## src/rtl/cl_fpgarr_pkg.sv

```systemverilog
// Shared types for the FPGA record/replay AXI-Lite paths: logged master
// packet layout, response codes and replayer FSM states.
package cl_fpgarr_pkg;

  localparam int         AXIL_RR_PKT_W  = 103;
  localparam logic [1:0] AXIL_RESP_OKAY = 2'b00;

  typedef struct packed {
    logic has_aw;
    logic has_w;
    logic has_ar;
  } axil_rr_mstr_hdr;

  typedef struct packed {
    logic [31:0] awaddr;
  } axil_rr_AW;

  typedef struct packed {
    logic [31:0] wdata;
    logic [3:0]  wstrb;
  } axil_rr_W;

  typedef struct packed {
    logic [31:0] araddr;
  } axil_rr_AR;

  // Field order matches the log stream, MSB first.
  typedef struct packed {
    axil_rr_mstr_hdr hdr;
    axil_rr_AW       aw;
    axil_rr_W        w;
    axil_rr_AR       ar;
  } axil_rr_pkt;

  typedef enum logic {
    RR_IDLE  = 1'b0,
    RR_ISSUE = 1'b1
  } axil_rr_state_e;

endpackage

```

## src/rtl/axil_rr_outstanding_ctr.sv

```systemverilog
// Issued-but-unanswered transaction counter: +1 on request handshake, -1 on
// response handshake, never below zero; avail_o gates new requests at MAX.
module axil_rr_outstanding_ctr #(
  parameter int MAX = 4
) (
  input  logic       clk,
  input  logic       rst_n,
  input  logic       inc_i,
  input  logic       dec_i,
  output logic [3:0] count_o,
  output logic       avail_o
);

  localparam logic [3:0] MAX_C = 4'(MAX);

  logic [3:0] count_q;
  logic [3:0] count_d;

  // NOTE: every variable written in always_comb gets a default first, so no path can infer a latch.
  always_comb begin
    count_d = count_q;
    if (inc_i && !dec_i) begin
      count_d = count_q + 4'd1;
    end else if (dec_i && !inc_i && (count_q != 4'd0)) begin
      count_d = count_q - 4'd1;
    end
  end

  // NOTE: sequential state uses non-blocking (<=) so all flops update together at the edge.
  always_ff @(posedge clk or negedge rst_n) begin
    if (!rst_n) begin
      count_q <= 4'd0;
    end else begin
      count_q <= count_d;
    end
  end

  assign count_o = count_q;
  assign avail_o = (count_q < MAX_C);

endmodule

```

## src/rtl/axil_rr_replayer.sv

```systemverilog
// Replays logged AXI-Lite master packets onto the CL slave port and sinks
// B/R responses. Optional error statistics under AXIL_RR_REPLAY_ERR_CNT_EN.
module axil_rr_replayer
  import cl_fpgarr_pkg::*;
#(
  parameter int MAX_OUTSTANDING = 4,
  parameter int CNT_W           = 32
) (
  input  logic                     clk,
  input  logic                     rst_n,
  input  logic                     replay_en,
  input  logic                     log_valid,
  output logic                     log_ready,
  input  logic [AXIL_RR_PKT_W-1:0] log_pkt,
  output logic [31:0]              awaddr,
  output logic                     awvalid,
  input  logic                     awready,
  output logic [31:0]              wdata,
  output logic [3:0]               wstrb,
  output logic                     wvalid,
  input  logic                     wready,
  input  logic [1:0]               bresp,
  input  logic                     bvalid,
  output logic                     bready,
  output logic [31:0]              araddr,
  output logic                     arvalid,
  input  logic                     arready,
  input  logic [31:0]              rdata,
  input  logic [1:0]               rresp,
  input  logic                     rvalid,
  output logic                     rready,
  output logic                     rsp_valid,
  output logic                     rsp_is_read,
  output logic [31:0]              rsp_data,
  output logic [1:0]               rsp_resp,
  output logic [CNT_W-1:0]         pkt_cnt,
  output logic [3:0]               wr_outstanding,
  output logic [3:0]               rd_outstanding
`ifdef AXIL_RR_REPLAY_ERR_CNT_EN
  ,
  output logic [CNT_W-1:0]         err_cnt,
  output logic                     err_sticky
`endif
);

  localparam logic [CNT_W-1:0] CNT_ONE = CNT_W'(1);

  axil_rr_pkt     pkt_in;
  axil_rr_state_e state_q;
  logic           live_q;
  logic           pend_aw_q, pend_w_q, pend_ar_q;
  logic           pend_aw_d, pend_w_d, pend_ar_d;
  logic [31:0]    awaddr_q, wdata_q, araddr_q;
  logic [3:0]     wstrb_q;
  logic [CNT_W-1:0] pkt_cnt_q;
  logic           wr_avail, rd_avail;
  logic           aw_hs, w_hs, ar_hs, b_hs, r_hs, accept;

  logic           bbuf_valid_q;
  logic [1:0]     bbuf_resp_q;
  logic           rsp_valid_q, rsp_is_read_q;
  logic [31:0]    rsp_data_q;
  logic [1:0]     rsp_resp_q;

  assign pkt_in = axil_rr_pkt'(log_pkt);

  // live_q keeps every ready low until the first cycle after reset release.
  assign log_ready = live_q && (state_q == RR_IDLE) && replay_en;
  assign bready    = live_q && !bbuf_valid_q;
  assign rready    = live_q;

  assign awvalid = pend_aw_q && wr_avail;
  assign wvalid  = pend_w_q;
  assign arvalid = pend_ar_q && rd_avail;

  assign aw_hs  = awvalid && awready;
  assign w_hs   = wvalid && wready;
  assign ar_hs  = arvalid && arready;
  assign b_hs   = bvalid && bready;
  assign r_hs   = rvalid && rready;
  assign accept = log_valid && log_ready;

  assign pend_aw_d = pend_aw_q && !aw_hs;
  assign pend_w_d  = pend_w_q && !w_hs;
  assign pend_ar_d = pend_ar_q && !ar_hs;

  axil_rr_outstanding_ctr #(.MAX(MAX_OUTSTANDING)) u_wr_ctr (
    .clk     (clk),
    .rst_n   (rst_n),
    .inc_i   (aw_hs),
    .dec_i   (b_hs),
    .count_o (wr_outstanding),
    .avail_o (wr_avail)
  );

  axil_rr_outstanding_ctr #(.MAX(MAX_OUTSTANDING)) u_rd_ctr (
    .clk     (clk),
    .rst_n   (rst_n),
    .inc_i   (ar_hs),
    .dec_i   (r_hs),
    .count_o (rd_outstanding),
    .avail_o (rd_avail)
  );

  always_ff @(posedge clk or negedge rst_n) begin
    if (!rst_n) begin
      state_q   <= RR_IDLE;
      live_q    <= 1'b0;
      pend_aw_q <= 1'b0;
      pend_w_q  <= 1'b0;
      pend_ar_q <= 1'b0;
      // NOTE: payload registers are reset too, so the bus never shows X before the first packet.
      awaddr_q  <= '0;
      wdata_q   <= '0;
      wstrb_q   <= '0;
      araddr_q  <= '0;
      pkt_cnt_q <= '0;
    end else begin
      live_q <= 1'b1;
      if (state_q == RR_IDLE) begin
        if (accept) begin
          awaddr_q  <= pkt_in.aw.awaddr;
          wdata_q   <= pkt_in.w.wdata;
          wstrb_q   <= pkt_in.w.wstrb;
          araddr_q  <= pkt_in.ar.araddr;
          pend_aw_q <= pkt_in.hdr.has_aw;
          pend_w_q  <= pkt_in.hdr.has_w;
          pend_ar_q <= pkt_in.hdr.has_ar;
          if (pkt_in.hdr == 3'b000) begin
            pkt_cnt_q <= pkt_cnt_q + CNT_ONE;
          end else begin
            state_q <= RR_ISSUE;
          end
        end
      end else begin
        pend_aw_q <= pend_aw_d;
        pend_w_q  <= pend_w_d;
        pend_ar_q <= pend_ar_d;
        if (!(pend_aw_d || pend_w_d || pend_ar_d)) begin
          pkt_cnt_q <= pkt_cnt_q + CNT_ONE;
          state_q   <= RR_IDLE;
        end
      end
    end
  end

  // R wins a same-cycle collision; B waits one cycle in the buffer with bready low.
  always_ff @(posedge clk or negedge rst_n) begin
    if (!rst_n) begin
      bbuf_valid_q  <= 1'b0;
      bbuf_resp_q   <= AXIL_RESP_OKAY;
      rsp_valid_q   <= 1'b0;
      rsp_is_read_q <= 1'b0;
      rsp_data_q    <= '0;
      rsp_resp_q    <= AXIL_RESP_OKAY;
    end else begin
      rsp_valid_q <= 1'b0;
      if (r_hs) begin
        rsp_valid_q   <= 1'b1;
        rsp_is_read_q <= 1'b1;
        rsp_data_q    <= rdata;
        rsp_resp_q    <= rresp;
        if (b_hs) begin
          bbuf_valid_q <= 1'b1;
          bbuf_resp_q  <= bresp;
        end
      end else if (bbuf_valid_q) begin
        rsp_valid_q   <= 1'b1;
        rsp_is_read_q <= 1'b0;
        rsp_data_q    <= '0;
        rsp_resp_q    <= bbuf_resp_q;
        bbuf_valid_q  <= 1'b0;
      end else if (b_hs) begin
        rsp_valid_q   <= 1'b1;
        rsp_is_read_q <= 1'b0;
        rsp_data_q    <= '0;
        rsp_resp_q    <= bresp;
      end
    end
  end

  assign awaddr      = awaddr_q;
  assign wdata       = wdata_q;
  assign wstrb       = wstrb_q;
  assign araddr      = araddr_q;
  assign pkt_cnt     = pkt_cnt_q;
  assign rsp_valid   = rsp_valid_q;
  assign rsp_is_read = rsp_is_read_q;
  assign rsp_data    = rsp_data_q;
  assign rsp_resp    = rsp_resp_q;

`ifdef AXIL_RR_REPLAY_ERR_CNT_EN
  logic             b_err, r_err;
  logic [CNT_W-1:0] err_inc;
  logic [CNT_W-1:0] err_cnt_q;
  logic             err_sticky_q;

  // Counted at the handshake, so a B/R error pair adds 2 in one cycle.
  assign b_err   = b_hs && (bresp != AXIL_RESP_OKAY);
  assign r_err   = r_hs && (rresp != AXIL_RESP_OKAY);
  assign err_inc = CNT_W'({b_err && r_err, b_err ^ r_err});

  always_ff @(posedge clk or negedge rst_n) begin
    if (!rst_n) begin
      err_cnt_q    <= '0;
      err_sticky_q <= 1'b0;
    end else begin
      err_cnt_q <= err_cnt_q + err_inc;
      if (b_err || r_err) begin
        err_sticky_q <= 1'b1;
      end
    end
  end

  assign err_cnt    = err_cnt_q;
  assign err_sticky = err_sticky_q;
`endif

endmodule

```

## config.mk

```make
export PLATFORM = sky130hd
export DESIGN_NAME = axil_rr_replayer
export DESIGN_NICKNAME = d
export VERILOG_FILES = /design/src/rtl/cl_fpgarr_pkg.sv /design/src/rtl/axil_rr_outstanding_ctr.sv /design/src/rtl/axil_rr_replayer.sv
export SDC_FILE = /design/constraint.sdc
export NUM_CORES = 1
export LEC_CHECK = 0
export BUFFER_PORTS_ARGS = -buffer_cell sky130_fd_sc_hd__buf_2
export CORE_UTILIZATION = 45
export CTS_BUF_LIST = sky130_fd_sc_hd__clkbuf_8
export DETAILED_ROUTE_END_ITERATION = 10
export GPL_TIMING_DRIVEN = 0
export PLACE_DENSITY = 0.78
export SKIP_CTS_REPAIR_TIMING = 1
export SLEW_MARGIN = 20
export SYNTH_ARGS = -nofsm -noshare
export SYNTH_HDL_FRONTEND = slang
export SYNTH_SLANG_ARGS = --single-unit
```

## constraint.sdc

```tcl
create_clock -name clk -period 2.44 [get_ports clk]
set_input_delay 0.366 -clock clk [delete_from_list [all_inputs] [get_ports clk]]
set_output_delay 0.366 -clock clk [all_outputs]
set_load 0.005 [all_outputs]
```

### Word-level counts from Yosys, hierarchy flattened

Cells that the tools add are included.

| storage, ports and cells | value |
|---|---|
| register bits | 184 |
| output and inout bits | 182 |
| logic and storage cells | 99 |

| cells by class | value |
|---|---|
| $add $sub $neg | 5 |
| magnitude comparators | 2 |
| equal/unequal tests | 2 |
| mux-type cells | 32 |
| bitwise logic cells | 1 |
| reductions and logical operators | 39 |

Operator list:

| kind | count |
|---|---|
| 2-to-1 mux 32 bit | 7 |
| adder 32 x 1 -> 32 bit (second input constant) | 1 |
| logical AND 1 bit | 20 |
| 2-to-1 mux 1 bit | 18 |
| 2-to-1 mux 4 bit | 4 |
| adder 4 x 1 -> 4 bit (second input constant) | 2 |
| < comparator 4 x 3 -> 1 bit (second input constant) | 2 |
| nonzero test 2 bit | 4 |
| nonzero test 4 bit | 2 |
| subtractor 4 x 1 -> 4 bit (second input constant) | 2 |
| zero test 1 bit | 6 |
| 2-to-1 mux 2 bit | 3 |
| inequality test 2 bit (second input constant) | 2 |
| AND reduction 2 bit | 2 |
| zero test 3 bit | 1 |
| AND reduction 3 bit | 1 |
| nonzero test 3 bit | 1 |
| logical OR 1 bit | 2 |
| NOT 1 bit | 1 |

### Logic depth before layout (Yosys ltp)

Gate-level depths: netlist of run 1.

| logic depth | value |
|---|---|
| depth in word-level cells | 9 |
| mapped depth | 10 |
| depth with buffers taken out | 9 |

### Hierarchy

Synthesis of run 1 repeated with hierarchy kept, for this count alone.

| unflattened totals | value |
|---|---|
| cells, all modules | 542 |
| area total of the unflattened synthesis | 7505.9 um^2 |

By module, submodules not included:

| module | times used | cells each | area an instance (um^2) |
|---|---|---|---|
| axil_rr_replayer | 1 | 484 | 6902.9 |
| axil_rr_outstanding_ctr | 2 | 29 | 301.5 |

### Least setup slack after synthesis of run 1

No wires, ideal clock.

| timing path | value |
|---|---|
| kind | register -> register |
| start | register live_q, in the netlist rready |
| end | register u_wr_ctr.count_q[3], in the netlist u_wr_ctr.count_o[3] |
| setup time | 0.129 ns |
| arrival time | 1.809 ns |
| slack | 0.502 ns |
| stages on the path, launching flop included | 11 |
| buffers on the path | 1 |
| path through | dfrtp_1 -> buf_2 -> nor2b_1 -> nand2_1 -> nand2_1 -> ha_1 -> a21o_1 -> a21oi_1 -> a21boi_0 -> a31oi_1 -> o21ai_0 |

| on the way | value |
|---|---|
| word-level cells in the longest chain between the ends | 5 |
| elaborated cells on any way between the ends | 8 |

RTL lines:

| what | RTL line | text |
|---|---|---|
| from (decl) | axil_rr_replayer.sv:50 | `logic live_q;` |
| from (signal assigned) | axil_rr_replayer.sv:108 | `live_q <= 1'b0;` |
| from (signal assigned) | axil_rr_replayer.sv:119 | `live_q <= 1'b1;` |
| logical AND 1 bit * | axil_rr_replayer.sv:69 | `assign bready = live_q && !bbuf_valid_q;` |
| net bready | axil_rr_replayer.sv:24 | `output logic bready,` |
| logical AND 1 bit * | axil_rr_replayer.sv:79 | `assign b_hs = bvalid && bready;` |
| zero test 1 bit or logical AND 1 bit (tied branches) | axil_rr_outstanding_ctr.sv:22, axil_rr_outstanding_ctr.sv:24 |  |
| logical AND 1 bit (on tied branches) | axil_rr_outstanding_ctr.sv:22, axil_rr_outstanding_ctr.sv:24 |  |
| 2-to-1 mux 4 bit or nonzero test 2 bit (tied branches) | -- |  |
| to (signal assigned) | axil_rr_outstanding_ctr.sv:34 | `count_q <= count_d;` |
| to (decl) | axil_rr_outstanding_ctr.sv:16 | `logic [3:0] count_q;` |

Mark *: on every way through the listed nets, which the timed path passes. The rest lies on a longest branch.
A chain may end at the register's enable or synchronous reset.

### Worst setup path in the final report of run 1

| timing path | value |
|---|---|
| start | register live_q, in the netlist rready |
| end | register awaddr_q[26], in the netlist awaddr[26] |

| on the way | value |
|---|---|
| word-level cells in the longest chain between the ends | 4 |

RTL lines:

| what | RTL line | text |
|---|---|---|
| logical AND 1 bit (2 in series) | axil_rr_replayer.sv:68 | `assign log_ready = live_q && (state_q == RR_IDLE) && replay_en;` |
| logical AND 1 bit | axil_rr_replayer.sv:81 | `assign accept = log_valid && log_ready;` |
| AND reduction 2 bit (no line) | -- |  |
| to (signal assigned) | axil_rr_replayer.sv:122 | `awaddr_q <= pkt_in.aw.awaddr;` |
| to (decl) | axil_rr_replayer.sv:53 | `logic [31:0] awaddr_q, wdata_q, araddr_q;` |

Every way passes these cells.

==> run metrics, run 1 <==
number of unique standard cell types used by synthesis 45; share of flip-flops with an asynchronous set or reset after synthesis 1.00; syn_nets 682; Post-Route Hold Slack 0.113 ns; number of buffers created by CTS 17; met1 track demand over resource 0.236; post-synthesis average cell area 14.1 um^2; number of warnings printed during yosys synthesis 0; final routed wirelength across all metal layers 17.8 mm; Critical path origin rready; TritonCTS clock tree yes; tightest slew margin relative to the limit 0.533; Required @ worst endpoint 2.79 ns; largest family of logic cells by synthesized area multiplexers; post-DR vias/cell 4.93; worst setup margin 0.219 ns; most used standard cell by instance count after synthesis dfrtp_1; critical path fanouts, max 10; crit path time final 2.22 ns; vias in the first global route 5257; number of pins with negative max-slew slack in the final report 0; period utilization 0.910; area growth from synthesis to layout 32.2%; overall via count from detail_route 5457; biggest area consumer among synthesized cells dfrtp_1; Netlist Area Pre-Place 7440 um^2; pin count of the biggest net entering global routing 94; hold path start rdata[15]; arrival time of data at the critical path endpoint 2.57 ns; top cells by count, synth 184 x dfrtp_1, 107 x mux2_2, 32 x a22o_1; Post-Synth Adder-Cell Area 0.0138; RSZ-0062 raised after global routing no; number of top-level design ports 330; share of cell area taken by muxes after synthesis 0.163; number of nets in the layout 1032; share of the synthesized area in the top cell type 0.618; H-Tree Level Count 4; Detailed Place HPWL 13.5 mm; setup clock skew after layout 0.00845 ns; hold violation count in the final report 0; area of the die 17100 um^2; antenna violations before repair 1; remaining antenna violation count after routing 0; Worst Setup Slack post-DPL 0.199 ns; clk sink count 184; Clock Root Buffer clkbuf_8; fraction of layout cells with a size suffix above 1 0.552; fill cell instance count of the final layout 1304; Critical R2R Launch rready; Synth Area in Compound Gates 0.0592; met3 routing resource usage after global routing 0.0676; Routed wire per std cell 16.0 um; Die Span Y 131 um; layer with the highest usage met2; Main synth FF type dfrtp_1; Iter 0 DRT Violations 152; Final Setup Violations 0; utilization after layout 0.615; Post-Synth XOR/XNOR Area 0.0412; top area cells in the synthesized netlist dfrtp_1 62%, mux2_2 16%, a22o_1 3.8%; CTS Buffer Depth 2; number of flip-flops and latches in the synthesized netlist 184; weighted congestion at the end of routability-driven global placement 0.802; area of the placeable core 16000 um^2; detailed-router iteration count before antenna repair 4; GRT Overall Usage 0.204; Reg clk slew, reported paths 0.10 ns; count of placed standard cells in the final layout, fillers left out 1107; cell area after layout 9840 um^2; number of enable-type register cells in the synthesized netlist 0; aggregate global routing overflow 0; status completed; port buffer count 329; Leakage Power 5.01 nW; Area after DPL 9400 um^2; Crit Path Category flip-flop to flip-flop; clock network latency to the later pin of the worst-skew pair 0.47 ns; CP endpoint kind flip-flop; Starting Density 0.465; cells after synthesis 527; wire length of the first global-routing pass 26.1 mm; row count 46; max-capacitance violation count 0; # DRC 0; horizontal die dimension 131 um; placed cell count 1073; maximum clock frequency 450 MHz; worst IR drop on VDD 0.574 mV; ratio of total power to cell area 968 nW/um^2; worst min-delay path category primary input to flip-flop; basic-gate share of the synthesized area counting and, or, nand and nor cells 0.0857; met2 GRT Util 0.345; startpoint kind of the worst setup timing path flip-flop; sequential element share of the synthesized area 0.618; actual slew at the worst max-slew pin 0.701 ns
## cell type report
cell class	instances	area, um^2	share of cell area
flip-flops and latches	184	4600	0.468
multi-input cells	314	2710	0.275
repair buffers	331	1690	0.172
well taps	216	270	0.0275
clock buffers	18	248	0.0252
clock inverters	14	185	0.0188
plain buffers	22	108	0.0109
inverters	7	26.3	0.00267
diodes	1	2.50	0.000254
## cell usage in the layout, fill, tap and decap left out, types with 7 or more instances in the layout
| cell type | synthesis | layout |
|---|---|---|
| nand2_1 | 26 | 26 |
| xor2_1 | 16 | 16 |
| nand3_1 | 13 | 13 |
| a21oi_1 | 8 | 8 |
| mux2_2 | 107 | 107 |
| clkbuf_8 | 0 | 18 |
| nor2_1 | 15 | 15 |
| buf_2 | 8 | 336 |
| inv_1 | 7 | 7 |
| xnor2_1 | 19 | 19 |
| dfrtp_1 | 184 | 184 |
| nor3_1 | 13 | 13 |
| a22o_1 | 32 | 32 |
| clkbuf_1 | 10 | 10 |
| o21ai_0 | 7 | 7 |
## where the power goes
part | switching [mW] | total [mW] | internal (mW) | leakage, nW
clock | 1.16 | 2.23 | 1.07 | 0.215
combinational | 1.21 | 2.78 | 1.58 | 2.52
sequential | 0.559 | 4.51 | 3.95 | 2.27
## stage by stage
step | setup TNS (ns) | power [mW]
2_1_floorplan | 0 | 5.91
3_3_place_gp | -353.15 | 7.26
3_5_place_dp | 0 | 7.40
4_1_cts | 0 | 9.63
5_1_grt | 0 | 10.1
6_report | 0 | 9.53
## metal layers
| layer | wire (um) | vias up |
|---|---|---|
| li1 | - | 2581 |
| met1 | 7110 | 2631 |
| met2 | 8930 | 212 |
| met3 | 1320 | 33 |
| met4 | 401 | 0 |
| met5 | 0 | - |
## sequential cells by signal, indices dropped and copies added (netlist names), 2 cells and up
signal	flops
araddr	32
rsp_data	32
wstrb	4
awaddr	32
pkt_cnt	32
wdata	32
u_rd_ctr.count_o	4
u_wr_ctr.count_o	4
rsp_resp	2
bbuf_resp_q	2
## worst max-delay path, cell delays in order (launching register included)
cell      delay [ns]
dfrtp_1         0.38
buf_2           0.16
nand2_1         0.06
nor2_1          0.05
nand2_1         0.24
clkbuf_1        0.44
buf_2           0.38
mux2_2          0.37
## worst paths after layout
path | endpoint | slack (ns) | cells after the start
max | awaddr[26] | 0.22 | 7
min | rsp_data[15] | 0.11 | 2
max reg2reg | awaddr[26] | 0.22 | 7
min reg2reg | pkt_cnt[31] | 0.47 | 1
max in group asynchronous | araddr[9] | 1.07 | 3
min in group asynchronous | pkt_cnt[8] | 0.47 | 2
## cell families after synthesis
kind of cell,count (synthesis)
flip-flops,184
buffers and inverters,29
adder cells (fa/ha/maj),7
AO/OA/AOI/OAI,58
AND/OR/NAND/NOR,105
multiplexers,108
other,1
XOR/XNOR,35
Power figures use the tool's default switching activity.
==> run 2: changes to the inputs <==
- CORE_ASPECT_RATIO: default -> 1.2
==> run 2 against run 1 <==
Net effect:
- final area fell by 0.33%
- maximum frequency rose by 1.3%
- sequential power barely moved
- register-to-register slack improved by 0.03 ns
- hold slack improved by 0.0076 ns
- largest power group unchanged
- combinational power rose by 2%
- non-clock buffer count did not move
- setup slack improved by 0.028 ns
- flip-flop and latch count did not move
- clock power fell by 6%
- final cell count fell by 0.36%
- wire length rose by 5.1%
==> run metrics, run 2 (synthesis results as in run 1) <==
weighted congestion at the end of routability-driven global placement 0.815 (+1.5%); Clock Root Buffer clkbuf_8; Detailed Place HPWL 14.3 mm (+6.1%); GRT Overall Usage 0.218 (+0.0140); fraction of layout cells with a size suffix above 1 0.549 (-0.00225); pin count of the biggest net entering global routing 94 (unchanged); actual slew at the worst max-slew pin 0.715 ns (+0.0140 ns); final routed wirelength across all metal layers 18.7 mm (+5.1%); clk sink count 184 (unchanged); number of pins with negative max-slew slack in the final report 0 (unchanged); post-DR vias/cell 5.03 (+2.0%); TritonCTS clock tree yes; tightest slew margin relative to the limit 0.523 (-0.00930); RSZ-0062 raised after global routing no; maximum clock frequency 456 MHz (+1.3%); detailed-router iteration count before antenna repair 4 (unchanged); cell area after layout 9810 um^2 (-0.33%); critical path fanouts, max 10 (unchanged); area of the die 17100 um^2 (about the same); number of nets in the layout 1032 (unchanged); row count 51 (+11%); antenna violations before repair 1 (unchanged); utilization after layout 0.605 (-0.00989); Iter 0 DRT Violations 196 (+29%); TNS Setup 0 ns (unchanged); status completed; crit path time final 2.19 ns (-0.0284 ns); wire length of the first global-routing pass 28.6 mm (+9.6%); ratio of total power to cell area 964 nW/um^2 (-0.44%); aggregate global routing overflow 0 (unchanged); number of top-level design ports 330 (unchanged); H-Tree Level Count 4 (unchanged); Leakage Power 5.00 nW (about the same); most used cells in the layout excluding fill and tap cells 336 x buf_2, 184 x dfrtp_1, 107 x mux2_2; Required @ worst endpoint 2.78 ns (about the same); # DRC 0 (unchanged); hold violation count in the final report 0 (unchanged); remaining antenna violation count after routing 0 (unchanged); setup clock skew after layout 0.0123 ns (+0.00382 ns); CP endpoint kind flip-flop; clock network latency to the later pin of the worst-skew pair 0.46 ns (about the same); worst min-delay path category primary input to flip-flop; horizontal die dimension 119 um (-8.6%); area growth from synthesis to layout 31.8%; Routed wire per std cell 16.9 um (+5.5%); arrival time of data at the critical path endpoint 2.53 ns (-0.04 ns); period utilization 0.899 (-0.0117); CTS Buffer Depth 2 (unchanged); max-capacitance violation count 0 (unchanged); Reg clk slew, reported paths 0.09 ns (about the same); overall via count from detail_route 5545 (+1.6%); startpoint kind of the worst setup timing path flip-flop; most common cell after layout, fill and taps aside buf_2; Starting Density 0.459 (-0.00596); area of the placeable core 16200 um^2 (+1.3%); port buffer count 329 (unchanged); Die Span Y 143 um (+9.4%); number of buffers created by CTS 17 (unchanged); Final Setup Violations 0 (unchanged); vias in the first global route 5510 (+4.8%); worst IR drop on VDD 0.525 mV (-8.6%); Area after DPL 9390 um^2 (about the same); Crit Path Category flip-flop to flip-flop
[run 2: per-layer routing]
layer	up-vias	global-route usage	wire length (um)
li1	2574	-	-
met3	40	0.0587	1150
met1	2705	0.261	7470
met4	0	0.100	591
met5	-	0	0
met2	226	0.369	9460
[run 2: stage by stage]
| step | total power [mW] | hold slack (ns) | std cells | setup slack, ns |
|---|---|---|---|---|
| global route | 10.0 | 0.0954 | 1103 | 0.0527 |
| global placement | 7.29 | 0.453 | 1068 | -1.93 |
| CTS | 9.55 | -0.102 | 1101 | 0.172 |
| detailed placement | 7.45 | 0.423 | 1069 | 0.189 |
| finish | 9.45 | 0.121 | 1103 | 0.247 |
| floorplan | 5.91 | 0.0704 | 527 | 0.502 |
[run 2: final cells by class]
type	instances	area [um^2]
antenna	1	2.50
buffer	22	108
clock buffer	19	262
clock inverter	13	144
fill	1318	6400
inverter	7	26.3
multi-input combinational	314	2710
sequential	184	4600
tap	212	265
timing repair buffer	331	1690
[run 2: path summary, 6_finish.rpt]
check / startpoint / endpoint / slack, ns / depth (start not counted)
max in group asynchronous: rst_n / pkt_cnt[26] / 1.05 / 3
setup / recovery: rready / awaddr[30] / 0.25 / 7
min in group asynchronous: rst_n / awaddr[31] / 0.48 / 2
hold / removal: rresp[1] / rsp_resp[1] / 0.12 / 3
hold reg to reg: pkt_cnt[31] / pkt_cnt[31] / 0.48 / 1
setup reg to reg: rready / awaddr[30] / 0.25 / 7
[run 2: critical path, cell delays in order, from the launching register on]
cell	delay, ns
dfrtp_1	0.38
buf_2	0.16
nand2_1	0.07
nor2_1	0.04
nand2_1	0.17
clkbuf_1	0.46
buf_2	0.40
mux2_2	0.39
[run 2: report_power, final]
group	switching, mW	internal (mW)
clock network	1.11	0.978
registers	0.584	3.95
logic	1.25	1.58
total	2.95	6.51
